$ cat config.mk
export PLATFORM = sky130hd
export DESIGN_NAME = switch_debounce4
export DESIGN_NICKNAME = d
export VERILOG_FILES = /design/src/rtl/switch_debounce4.sv
export SDC_FILE = /design/constraint.sdc
export NUM_CORES = 1
export LEC_CHECK = 0
export BUFFER_PORTS_ARGS = -buffer_cell sky130_fd_sc_hd__buf_2
export CAP_MARGIN = 40
export CORE_MARGIN = 10
export CORE_UTILIZATION = 55
export DETAILED_ROUTE_END_ITERATION = 7
export PLACE_DENSITY_LB_ADDON = 0.2
export SLEW_MARGIN = 25
export SYNTH_ARGS = -nofsm -noshare
export SYNTH_HDL_FRONTEND = slang
export SYNTH_SLANG_ARGS = --single-unit
$ cat constraint.sdc
create_clock -name clk -period 1.9 [get_ports clk]
set_input_delay 0.095 -clock clk [delete_from_list [all_inputs] [get_ports clk]]
set_output_delay 0.095 -clock clk [all_outputs]
set_load 0.1 [all_outputs]
$ cat src/rtl/switch_debounce4.sv
// switch_debounce4 -- input conditioning for the gates4 block.
//
// Synchronises WIDTH raw switch/button levels to clk through a two-flop
// chain, debounces each bit on its own, and presents a clean bus plus
// one-cycle edge pulses.
//
// Optional build macro: SWITCH_DEBOUNCE4_BYPASS_EN
//   undefined : full per-bit debounce (a level must hold CNT_MAX cycles)
//   defined   : counters and FSM removed, sw_out follows the synchroniser;
//               only for simulation speed and lab bring-up
//
// Parameters
//   WIDTH    number of independent input bits (default 4 = gates4 width)
//   CNT_MAX  stable cycles needed before an output bit changes (>= 2)
//
// Ports
//   clk      system clock, rising edge
//   rst_n    asynchronous active-low reset
//   sw_in    raw asynchronous switch levels
//   sw_out   debounced level bus, feeds gates4.in
//   sw_rise  one-cycle pulse per bit on a debounced 0->1 change
//   sw_fall  one-cycle pulse per bit on a debounced 1->0 change
//   changed  OR of all sw_rise | sw_fall bits, aligned with them

// ---------------------------------------------------------------------------
// Per-bit debounce lane. sync_bit is already synchronised to clk.
// evt_nxt is the unregistered "a pulse is being launched" flag, used by the
// top to build a registered changed strobe in the same cycle as the pulses.
// ---------------------------------------------------------------------------
module switch_debounce4_lane #(
  parameter int CNT_MAX = 20
) (
  input  logic clk,
  input  logic rst_n,
  input  logic sync_bit,
  output logic q,
  output logic rise,
  output logic fall,
  output logic evt_nxt
);

`ifdef SWITCH_DEBOUNCE4_BYPASS_EN

  always_ff @(posedge clk or negedge rst_n) begin
    if (!rst_n) begin
      q    <= 1'b0;
      rise <= 1'b0;
      fall <= 1'b0;
    end else begin
      q    <= sync_bit;
      rise <= sync_bit & ~q;
      fall <= ~sync_bit & q;
    end
  end

  assign evt_nxt = sync_bit ^ q;

`else

  localparam int CW = (CNT_MAX > 2) ? $clog2(CNT_MAX) : 1;
  localparam logic [CW-1:0] CNT_LAST = CW'(CNT_MAX - 1);

  typedef enum logic {
    IDLE  = 1'b0,
    CHECK = 1'b1
  } st_t;

  st_t           st, st_nxt;
  logic [CW-1:0] cnt, cnt_nxt;
  logic          q_nxt, rise_nxt, fall_nxt;
  logic          diff, done;

  // diff: synchronised level disagrees with the debounced output.
  // done: it has disagreed for CNT_MAX consecutive evaluations.
  assign diff = sync_bit ^ q;
  assign done = diff && (st == CHECK) && (cnt == CNT_LAST);

  // state register
  always_ff @(posedge clk or negedge rst_n) begin
    if (!rst_n) begin
      st   <= IDLE;
      cnt  <= '0;
      q    <= 1'b0;
      rise <= 1'b0;
      fall <= 1'b0;
    end else begin
      st   <= st_nxt;
      cnt  <= cnt_nxt;
      q    <= q_nxt;
      rise <= rise_nxt;
      fall <= fall_nxt;
    end
  end

  // next state: any agreement (or a completed count) returns to IDLE, which
  // is what throws away a bounce shorter than CNT_MAX cycles
  always_comb begin
    st_nxt = st;
    if (!diff || done) st_nxt = IDLE;
    else               st_nxt = CHECK;
  end

  // outputs / datapath. In IDLE the counter is known to be 0, so entering
  // CHECK loads 1 directly.
  always_comb begin
    cnt_nxt  = '0;
    q_nxt    = q;
    rise_nxt = 1'b0;
    fall_nxt = 1'b0;
    if (done) begin
      q_nxt    = sync_bit;
      rise_nxt = sync_bit;
      fall_nxt = ~sync_bit;
    end else if (diff) begin
      cnt_nxt = (st == CHECK) ? cnt + CW'(1) : CW'(1);
    end
  end

  assign evt_nxt = rise_nxt | fall_nxt;

`endif

endmodule

// ---------------------------------------------------------------------------
// Top: synchroniser chain, lane array, registered changed strobe.
// ---------------------------------------------------------------------------
module switch_debounce4 #(
  parameter int WIDTH   = 4,
  parameter int CNT_MAX = 20
) (
  input  logic             clk,
  input  logic             rst_n,
  input  logic [WIDTH-1:0] sw_in,
  output logic [WIDTH-1:0] sw_out,
  output logic [WIDTH-1:0] sw_rise,
  output logic [WIDTH-1:0] sw_fall,
  output logic             changed
);

  logic [WIDTH-1:0] sync1, sync2;
  logic [WIDTH-1:0] evt_nxt;

  // two-flop synchroniser; sw_in is asynchronous to clk
  always_ff @(posedge clk or negedge rst_n) begin
    if (!rst_n) begin
      sync1 <= '0;
      sync2 <= '0;
    end else begin
      sync1 <= sw_in;
      sync2 <= sync1;
    end
  end

  for (genvar i = 0; i < WIDTH; i++) begin : g_lane
    switch_debounce4_lane #(
      .CNT_MAX (CNT_MAX)
    ) u_lane (
      .clk     (clk),
      .rst_n   (rst_n),
      .sync_bit(sync2[i]),
      .q       (sw_out[i]),
      .rise    (sw_rise[i]),
      .fall    (sw_fall[i]),
      .evt_nxt (evt_nxt[i])
    );
  end

  // built from the lanes' next-cycle pulses so it lands with sw_rise/sw_fall
  always_ff @(posedge clk or negedge rst_n) begin
    if (!rst_n) changed <= 1'b0;
    else        changed <= |evt_nxt;
  end

endmodule

# ---- Word level (Yosys, flattened, before mapping)
# Cells that the tools add are included.
dict set report op_classes {
  eq_ne 4
  add_sub_neg 4
  bitwise 12
  n_mux 24
  reduce_logical 17
}
# op count
set ops {}
lappend ops {{$mux 5} 12}
lappend ops {{$add 5x1->5 const B} 4}
lappend ops {{$eq 5x5->1 const B} 4}
lappend ops {{$mux 1} 12}
lappend ops {{$logic_and 1x1->1} 8}
lappend ops {{$logic_not 1->1} 4}
lappend ops {{$logic_or 1x1->1} 4}
lappend ops {{$not 1->1} 4}
lappend ops {{$or 1x1->1} 4}
lappend ops {{$reduce_or 4->1} 1}
lappend ops {{$xor 1x1->1} 4}
dict set report totals {
  input_bits 6
  out_inout_bits 13
  wordCells 84
  reg_bits 45
}

# ---- Depth between registers and ports, before layout
# Gate-level depths: netlist of the first run.
dict set report logic_depth {
  word_depth 6
  depth_mapped 4
  mapped_depth_nobuf 4
}

# ---- Hierarchy
# A second synthesis of the first run with hierarchy kept.
dict set report hier_totals {
  cells_unflattened 146
  area_unflattened_um2 1874.3
}
# mod area_per_inst_um2 cells_each seq_area_each_um2 instances
set modules_own_cells {}
lappend modules_own_cells {switch_debounce4_lane 410.4 34 225.2 4}
lappend modules_own_cells {switch_debounce4 232.7 10 225.2 1}

# ---- Worst setup path after synthesis of the first run
# OpenSTA, ideal clock, no wires.
dict set report synth_timing {
  path_type {register -> register}
  start {register g_lane[1].u_lane.cnt[0]}
  end {register g_lane[1].u_lane.q}
  path_slack_ps 508
  period_less_slack_ps 1392
  path_buffers 0
  required_time_ps 1775
  arrival_time_ps 1268
  stages_incl_launch_ff 5
  setup_time_ps 125
  cell_sequence {dfrtp_1 -> ha_1 -> and4bb_2 -> nand3_2 -> mux2_2}
}
dict set report synth_via {
  elab_chain_len 2
}
# element line
set synth_lines {}
lappend synth_lines {{start, declared} 69} ;# logic [CW-1:0] cnt, cnt_nxt;
lappend synth_lines {{start signal, assigned} 88} ;# cnt <= cnt_nxt;
lappend synth_lines {{$eq 5x5->1} 76} ;# assign done = diff && (st == CHECK) && (cnt == CNT_LAST);
lappend synth_lines {{$logic_and 1x1->1} 76}
lappend synth_lines {{end signal, assigned} 89} ;# q <= q_nxt;
lappend synth_lines {{end, declared} 36} ;# output logic q,
# No other way between the ends.
# A chain may end at the register's enable or synchronous reset.

# ---- Worst setup path after layout of the first run
dict set report layout_timing {
  start {register g_lane[2].u_lane.cnt[0]}
  end {register g_lane[2].u_lane.q}
}
dict set report layout_via {
  elab_chain_len 2
}
# element line
set layout_lines {}
lappend layout_lines {{start, declared} 69}
lappend layout_lines {{start signal, assigned} 88}
lappend layout_lines {{$eq 5x5->1} 76}
lappend layout_lines {{$logic_and 1x1->1} 76}
lappend layout_lines {{end signal, assigned} 89}
lappend layout_lines {{end, declared} 36}
# No other way between the ends.

==> impl_metrics.json, run 1 <==
{
  "relSlewSlack": 0.665,
  "io_pins": 19,
  "clk_path_buf_depth": 2,
  "drtIter0Drc": 67,
  "fin_area_sq_um": 2110,
  "synthArstFlopShare": 1.00,
  "die_width_um": 79.3,
  "setup_viol": 0,
  "cts.sinks": 45,
  "via_per_inst": 4.98,
  "seq_power_share": 0.674,
  "p_leak_nw": 1.01,
  "routed_wl_um": 2870,
  "ys_types": 24,
  "htree_num_levels": 2,
  "cp_top_family": "flip-flops",
  "grt_pass1_vias": 1162,
  "avgSynthCellArea_sq_um": 12.0,
  "max-vdd-ir-drop_uv": 554,
  "placed_cells_incl_taps": 214,
  "grtUsageMet1": 0.116,
  "yosys.area_share.xor_xnor": 0.0698,
  "coreArea_sq_um": 3360,
  "rsz0062_at_grt": "no",
  "placed_area_sq_um": 2010,
  "whs_ns": 0.233,
  "timing.rr.end": "g_lane[2].u_lane.q",
  "grt_usage": 0.100,
  "ys_warn_count": 0,
  "power.switching_uw": 340,
  "fin_nets": 190,
  "met3_usage": 0.0450,
  "synthFlopType": "dfrtp_1",
  "p_per_area_nw_per_um2": 706,
  "fin_crit_sh": 0.790,
  "dp_hpwl_um": 2110,
  "synth_enable_flop_cells": 0,
  "tns_ns": 0,
  "syn_to_final_growth_pct": 8.79,
  "worst_pin_slew_ns": 0.502,
  "yosys_register_bits": 45,
  "first_pass_iters": 4,
  "hold_violations": 0,
  "outcome": "complete, no violations",
  "hold_class": "in2async",
  "cts_resized": 0,
  "path_max_fanout": 5,
  "gr-total-overflow": 0,
  "met2_usage": 0.160,
  "cpMaxStageDelayCell": "dfrtp_1",
  "busiest_layer": "met2",
  "synth.area.mux_share": 0.0233,
  "r2r_cells": 4,
  "final_core_util": 0.626,
  "yosys.area_share.simple": 0.200,
  "antenna_found_initial": 0,
  "wl_per_cell_um": 12.7,
  "p_sw_frac": 0.229,
  "layout-drive-gt1-share": 0.235,
  "clkPwrFrac": 0.271,
  "ant_nets": 0,
  "grt_max_degree": 25,
  "die_area_sq_um": 6290,
  "synth_top_family_by_area": "simple AND/OR/NAND/NOR gates",
  "fin_skew_ns": 0.00897,
  "antennaDiodeCount": 0,
  "synth_compound_area_frac": 0.0323,
  "critPathArrivalTime_ns": 1.74,
  "path_clk_slew_ns": 0.12,
  "crit_type": "reg2reg",
  "synth_cells": 161,
  "yosys.area_share.adder": 0.0258,
  "fin_cells": 225,
  "crit_chain": "ha_1, and4bb_2, nand3_2, mux2_2",
  "period_minus_slack_ns": 1.50,
  "die_h_um": 79.3,
  "cts_made_buffers": 5,
  "place_congestion": 0.745,
  "clock-root-buffer": "clkbuf_4",
  "netlist_area_sq_um": 1940,
  "grt_pass1_wl_um": 5010,
  "route.detailed.drc": 0,
  "fmax_mhz": 666,
  "p_int_mw": 1.15,
  "report.final.slew_viol_count": 0,
  "clk_latency_ns": 0.35,
  "maxCapViolations": 0,
  "max_stage_delay_ns": 0.42,
  "cts_tree": "yes",
  "p_comb_frac": 0.055,
  "rows": 21,
  "syn_nets": 171,
  "io_buffers": 18,
  "critPathBufInv": 0,
  "ys_seq_area_frac": 0.581,
  "r2r_setup_slack_ns": 0.40,
  "worst_ep_required_time_ns": 2.14,
  "start_util": 0.576,
  "fillers": 285,
  "cp-start-kind": "flop",
  "cp-end-kind": "flop",
  "reg2reg_from": "g_lane[2].u_lane.cnt[0]",
  "num_vias": 1121
}
placed cells by master, fill, tap and decap left out, drive strengths merged, types with 5 or more instances in the layout:
| cell type | count |
|---|---|
| buf | 19 |
| xor2 | 8 |
| o21ai | 7 |
| inv | 11 |
| dlygate4sd3 | 5 |
| nor2 | 20 |
| clkbuf | 5 |
| nand3b | 9 |
| dfrtp | 45 |
| and2 | 8 |
| nand3 | 8 |
metrics by stage:
stage / setup WS, ns / power [mW]
6_report: 0.398 / 1.49
2_1_floorplan: 0.508 / 1.06
3_3_place_gp: 0.440 / 1.09
4_1_cts: 0.390 / 1.51
3_5_place_dp: 0.408 / 1.10
5_1_grt: 0.340 / 1.56
cell usage after synthesis (4+ instances only):
cell       n  area share
o21ai_0    7       0.018
dfrtp_1   45        0.58
buf_4     12       0.047
nand2_1    4      0.0077
nand3b_1   9       0.035
xnor2_1    4       0.018
inv_1     11       0.021
and2_1     6       0.019
and4bb_2   4       0.026
xor2_1     4       0.018
nand3_1    4       0.010
ha_1       4       0.026
nand3_2    4       0.021
nand4b_1   4       0.018
nor2_1    20       0.039
xor2_2     4       0.034
layer usage:
metal	part of all wire	routed length (um)	vias to the layer above
li1	-	-	558
met1	0.47	1360	538
met2	0.46	1310	20
met3	0.051	146	5
met4	0.016	45	0
met5	0	0	-
state kept, by name (all words and copies together), names as in the netlist:
name                count
g_lane.u_lane.cnt      20
g_lane.u_lane.fall      4
sync1                   4
g_lane.u_lane.rise      4
sync2                   4
g_lane.u_lane.q         4
changed                 1
g_lane.u_lane.st        4
timing repair:
action,CTS,global route
buffers inserted,0,0
hold buffers,5,0
hold endpoints to repair,25,0
worst max-delay path by stage:
stage	startpoint	to	slack, ns	cells after the start
4_1_cts	g_lane[2].u_lane.cnt[0]	g_lane[2].u_lane.q	0.39	4
6_report	g_lane[2].u_lane.cnt[0]	g_lane[2].u_lane.q	0.40	4
2_1_floorplan	g_lane[1].u_lane.cnt[0]	g_lane[1].u_lane.q	0.51	4
3_3_place_gp	g_lane[2].u_lane.cnt[0]	g_lane[2].u_lane.q	0.44	4
3_5_place_dp	g_lane[2].u_lane.cnt[0]	g_lane[2].u_lane.q	0.41	4
5_1_grt	g_lane[0].u_lane.cnt[0]	g_lane[0].u_lane.q	0.34	4
worst reg2reg max path, delay by kind of cell (launching register included):
family                   cells  cell delay (ns)
AND/OR/NAND/NOR              2             0.39
adder cells (fa/ha/maj)      1             0.26
multiplexers                 1             0.34
flip-flops                   1             0.42
power by group through the flow:
stage                     registers [mW]  logic (mW)  clock network [mW]
after floorplan                     1.02      0.0403                   0
after global placement              1.02      0.0733                   0
after detailed placement            1.02      0.0757                   0
after CTS                           1.00      0.0837               0.420
after global routing                1.01      0.0943               0.459
final                               1.00      0.0815               0.404
cell families after synthesis:
kind of cell,count (synthesis)
adders and majority gates,4
and+or+nand+nor,62
DFF,45
muxes,4
buffers and inverters,23
xor gates and xnor gates,12
AOI/OAI and AO/OA,11
area by class of cell:
| type | count | area, sq um | area share |
|---|---|---|---|
| clock buffer | 5 | 37.5 | 0.0178 |
| clock inverter | 1 | 5.00 | 0.00238 |
| sequential | 45 | 1130 | 0.534 |
| inverter | 11 | 41.3 | 0.0196 |
| timing repair buffer | 24 | 160 | 0.0760 |
| multi-input combinational | 93 | 679 | 0.322 |
| tap | 46 | 57.6 | 0.0273 |
(Power assumes the default switching activity.)
==> run 2: changes to the inputs <==
Settings changed: ABC_AREA set to 1.
Clock period 1.9 ns to 1.4 ns, I/O delays scaled along.
==> run 2 against run 1 <==
- critical path depth down 3
- combinational power up 48%
- non-clock buffer count unchanged
- final cell count up 9.3%
- sequential power up 36%
- count of clock-buffer cells in the layout unchanged
- synthesized cell count up 12%
- hold slack worse by 0.058 ns
- largest cell class unchanged
- largest power group unchanged
==> impl_metrics.json, run 2 <==
{
  "outcome": "complete, no violations",
  "ys_seq_area_frac": 0.595,
  "htree_num_levels": 2,
  "reg2reg_from": "g_lane[0].u_lane.cnt[0]",
  "via_per_inst": 4.80,
  "place_congestion": 0.777,
  "ys_warn_count": 0,
  "yosys_register_bits": 45,
  "ys_types": 17,
  "cts_made_buffers": 5,
  "pre_cts_ws_ns": 0.221,
  "netlist_area_sq_um": 1890,
  "synth_top_family_by_area": "simple AND/OR/NAND/NOR gates",
  "path_clk_slew_ns": 0.13,
  "synthFlopType": "dfrtp_1",
  "dp_hpwl_um": 2270,
  "max-vdd-ir-drop_uv": 701,
  "synth.area.mux_share": 0,
  "cp-start-kind": "flop",
  "grt_pass1_vias": 1311,
  "tns_ns": 0,
  "r2r_setup_slack_ns": 0.19,
  "cp-end-kind": "output pin",
  "io_buffers": 18,
  "synthArstFlopShare": 1.00,
  "grt_max_degree": 28,
  "post_cts_buffers": 0,
  "antenna_found_initial": 0,
  "avgSynthCellArea_sq_um": 10.5,
  "period_minus_slack_ns": 1.28,
  "first_pass_iters": 4,
  "worst_pin_slew_ns": 0.491,
  "drtIter0Drc": 72,
  "synth_compound_area_frac": 0.0126,
  "cts_resized": 0,
  "start_util": 0.567,
  "cts_tree": "yes",
  "num_vias": 1180,
  "hold_violations": 0,
  "die_area_sq_um": 6190,
  "cpMaxStageDelayCell": "buf_2",
  "wl_per_cell_um": 12.2,
  "total_power_mw": 2.07,
  "coreArea_sq_um": 3340,
  "rows": 21,
  "layout-drive-gt1-share": 0.220,
  "fin_skew_ns": 0.00979,
  "layout_common_cells": "dfrtp_1, nor2_1, nand2_1",
  "synth_top_cell_by_area": "dfrtp_1",
  "grt_pass1_wl_um": 5580,
  "route.detailed.drc": 0,
  "ant_nets": 0,
  "cts_hold_buffers": 5,
  "setup_viol": 0,
  "gr-total-overflow": 0,
  "layout_setup_ws_ns": 0.117,
  "relSlewSlack": 0.675,
  "regMostFlops": "g_lane.u_lane.cnt",
  "die_h_um": 78.7,
  "fin_nets": 209,
  "report.final.slew_viol_count": 0,
  "largest_register_ff_count": 20,
  "critPathArrivalTime_ns": 1.21,
  "critPathBufInv": 1,
  "grt_usage": 0.112,
  "clk_latency_ns": 0.36,
  "crit_type": "reg2out",
  "p_leak_nw": 1.06,
  "max_stage_delay_ns": 0.45,
  "fin_cells": 246,
  "cp_top_family": "buffers and inverters",
  "yosys-top-cells-area": "dfrtp_1, nor2_1, nand3_2, buf_4, nand2_1",
  "routed_wl_um": 3000,
  "maxCapViolations": 0,
  "placed_cells_incl_taps": 233,
  "synth_enable_flop_cells": 0,
  "whs_ns": 0.175,
  "fmax_mhz": 780,
  "synthTopCellsByCount": "dfrtp_1, nor2_1, nand2_1",
  "io_pins": 19,
  "syn_nets": 190,
  "clock-root-buffer": "clkbuf_4",
  "rsz0062_at_grt": "no",
  "yosys.area_share.adder": 0.0265,
  "yosys.area_share.simple": 0.223,
  "syn_to_final_growth_pct": 9.66,
  "path_depth": 1,
  "r2r_cells": 5,
  "fillers": 293,
  "timing.rr.end": "g_lane[0].u_lane.q",
  "yosysMostFrequentCell": "dfrtp_1",
  "synth_top_area_frac": 0.595,
  "p_per_area_nw_per_um2": 999,
  "synth_cells": 180,
  "layout_commonest_cell": "dfrtp_1",
  "crit_chain": "buf_2",
  "yosys.area_share.xor_xnor": 0.0556,
  "antennaDiodeCount": 0,
  "hold_class": "in2async",
  "fin_crit_sh": 0.916,
  "die_width_um": 78.7,
  "worst_ep_required_time_ns": 1.33,
  "path_max_fanout": 3,
  "clk_path_buf_depth": 2,
  "cts.sinks": 45
}
run 2: kinds of logic after synthesis:
family                   count (synthesis)
flip-flops                              45
adder cells (fa/ha/maj)                  4
buffers and inverters                   32
AND/OR/NAND/NOR                         83
XOR/XNOR                                12
AO/OA/AOI/OAI                            4
run 2: per-stage QoR:
stage | area (sq um) | utilization
final | 2070 | 0.622
after global placement | 1970 | 0.590
after detailed placement | 1970 | 0.590
after CTS | 2070 | 0.622
after floorplan | 1890 | -
after global routing | 2070 | 0.622
run 2: cell type report:
cell class	instances	area [sq um]	share of cell area
Tap cell	46	57.6	0.0277
Multi-Input combinational cell	103	601	0.290
Clock buffer	5	37.5	0.0181
Sequential cell	45	1130	0.543
Clock inverter	3	17.5	0.00844
Inverter	20	75.1	0.0362
Timing Repair Buffer	24	160	0.0772
run 2: where the power goes:
part / switching [mW] / total [mW] / internal, mW
sequential: 0.0265 / 1.36 / 1.33
combinational: 0.0733 / 0.121 / 0.0476
clock: 0.404 / 0.594 / 0.190
run 2: worst max path at each step:
stage,from,endpoint,slack [ns]
6_report,g_lane[3].u_lane.q,sw_out[3],0.12
5_1_grt,g_lane[0].u_lane.cnt[0],g_lane[0].u_lane.q,0.04
4_1_cts,g_lane[3].u_lane.q,sw_out[3],0.08
3_5_place_dp,g_lane[2].u_lane.cnt[0],g_lane[2].u_lane.q,0.22
3_3_place_gp,g_lane[3].u_lane.cnt[0],changed,0.27
2_1_floorplan,g_lane[3].u_lane.cnt[0],changed,0.36
run 2: metal layers:
metal	share of wire	GRT usage	vias to the layer above	wire length, um
li1	-	-	583	-
met1	0.40	0.112	575	1190
met2	0.52	0.197	16	1570
met3	0.065	0.0513	6	194
met4	0.017	0.0448	0	51
met5	0	0	-	0
==> run 3: changes to the inputs <==
Settings changed: ABC_AREA 1 to 0.
==> run 3 against run 2 <==
- count of clock-buffer cells in the layout up 1
- via count rose by 5.6%
- non-clock buffer count rose by 19
- routed wire length grew 9.5%
- combinational power rose by 14%
- utilization increased by 5.5 points
- clock skew up 0.00060 ns
- first-iteration DRC count decreased by 29%
- critical path depth up 3
- sequential share of layout area fell by 4.8 points
- sequential cell count stayed put
- sequential power barely moved
==> impl_metrics.json, run 3 (synthesis gave the netlist of run 1 again) <==
{
  "outcome": "complete, no violations",
  "clock-root-buffer": "clkbuf_4",
  "pre_cts_ws_ns": -0.0131,
  "grt_max_degree": 27,
  "coreArea_sq_um": 3360,
  "largest_register_ff_count": 20,
  "layout_commonest_cell": "dfrtp_1",
  "cts_made_buffers": 5,
  "grt_usage": 0.109,
  "wl_met1_um": 1440,
  "routed_wl_um": 3290,
  "via_per_inst": 5.07,
  "wl_per_cell_um": 13.4,
  "clk_latency_ns": 0.36,
  "p_per_area_nw_per_um2": 924,
  "crit_chain": "ha_2, and4bb_2, nand3_2, mux2_2",
  "io_pins": 19,
  "route.detailed.drc": 0,
  "fin_skew_ns": 0.0104,
  "highest_layer": "met4",
  "path_clk_slew_ns": 0.12,
  "setup_viol": 0,
  "fmax_mhz": 739,
  "path_max_fanout": 3,
  "die_h_um": 79.3,
  "die_width_um": 79.3,
  "hold_class": "in2async",
  "num_vias": 1246,
  "fin_crit_sh": 0.967,
  "clk_path_buf_depth": 2,
  "place_congestion": 0.774,
  "tns_ns": 0,
  "first_pass_iters": 4,
  "max_stage_delay_ns": 0.42,
  "antenna_found_initial": 0,
  "wl_met2_um": 1610,
  "path_depth": 4,
  "worst_ep_required_time_ns": 1.66,
  "fin_nets": 209,
  "relSlewSlack": 0.675,
  "drtIter0Drc": 51,
  "period_minus_slack_ns": 1.35,
  "rsz0062_at_grt": "yes",
  "maxCapViolations": 0,
  "dp_hpwl_um": 2370,
  "hold_violations": 0,
  "critPathArrivalTime_ns": 1.61,
  "cp-end-kind": "flop",
  "die_area_sq_um": 6290,
  "start_util": 0.576,
  "syn_to_final_growth_pct": 17.6,
  "reg2reg_from": "g_lane[2].u_lane.cnt[0]",
  "fin_area_sq_um": 2280,
  "crit_type": "reg2reg",
  "rows": 21,
  "max-vdd-ir-drop_uv": 674,
  "cpMaxStageDelayCell": "dfrtp_1",
  "timing.rr.end": "g_lane[2].u_lane.q",
  "grt_pass1_vias": 1248,
  "cts_tree": "yes",
  "io_buffers": 18,
  "whs_ns": 0.186,
  "cts.sinks": 45,
  "cp_top_family": "flip-flops",
  "regMostFlops": "g_lane.u_lane.cnt",
  "critPathBufInv": 0,
  "ant_nets": 0,
  "cp-start-kind": "flop",
  "grt_pass1_wl_um": 5510,
  "layout_setup_ws_ns": 0.0461,
  "layout-drive-gt1-share": 0.330,
  "antennaDiodeCount": 0,
  "worst_pin_slew_ns": 0.491,
  "wl_met3_um": 157,
  "gr-total-overflow": 0,
  "r2r_cells": 4,
  "p_leak_nw": 1.10,
  "layout_common_cells": "dfrtp_1, nor2_1, buf_4",
  "htree_num_levels": 2,
  "r2r_setup_slack_ns": 0.05,
  "report.final.slew_viol_count": 0,
  "placed_area_sq_um": 2120
}
-- run 3: cell count changes in the layout (fill, tap and decap cells not counted), sizes merged, moves of 9 or more --
cell / delta
nand2: -21
nor2: -14
inv: -9
buf: +19
nand3b: +9
nand3: -12
-- run 3: power by group --
group	switching (mW)	leakage [nW]	internal (mW)	total, mW
Combinational	0.0701	0.479	0.0682	0.138
Clock	0.410	0.0245	0.196	0.606
Sequential	0.0278	0.592	1.33	1.36
-- run 3: repair_timing --
action,in CTS,in global routing
buffers inserted,2,3
endpoints found under the setup margin,2,5
hold buffers,5,0
gates resized for setup,1,4
pin swaps,0,1
hold endpoints to repair,49,0
-- run 3: worst max path at each step --
stage	endpoint	from	slack (ns)
global route	g_lane[3].u_lane.st	g_lane[3].u_lane.cnt[1]	-0.003
CTS	g_lane[3].u_lane.q	g_lane[3].u_lane.cnt[0]	0.008
global placement	g_lane[2].u_lane.q	g_lane[2].u_lane.cnt[0]	0.04
finish	g_lane[2].u_lane.q	g_lane[2].u_lane.cnt[0]	0.05
floorplan	g_lane[1].u_lane.q	g_lane[1].u_lane.cnt[0]	0.008
detailed placement	g_lane[0].u_lane.q	g_lane[0].u_lane.cnt[0]	-0.01
-- run 3: worst register-to-register path, delay by kind of cell (launching register included) --
family	cells	cell delay, ns
and+or+nand+nor	2	0.33
DFF	1	0.42
adders and majority gates	1	0.18
muxes	1	0.32
-- run 3: through the flow --
step           cells  total power [mW]  utilization
5_1_grt          246              2.20        0.677
3_3_place_gp     228              1.49        0.630
4_1_cts          243              2.12        0.667
6_report         246              2.10        0.677
2_1_floorplan    161              1.43            -
3_5_place_dp     228              1.50        0.630
-- run 3: area by class of cell --
| class | instances | area [sq um] |
|---|---|---|
| Multi-Input combinational cell | 93 | 693 |
| Tap cell | 46 | 57.6 |
| Fill cell | 280 | 1090 |
| Inverter | 11 | 41.3 |
| Sequential cell | 45 | 1130 |
| Timing Repair Buffer | 43 | 303 |
| Clock inverter | 2 | 15.0 |
| Clock buffer | 6 | 41.3 |
-- run 3: routing by layer --
layer,up-vias,global-route usage
li1,602,-
met1,613,0.128
met2,24,0.175
met3,7,0.0360
met4,0,0.0538
met5,-,0
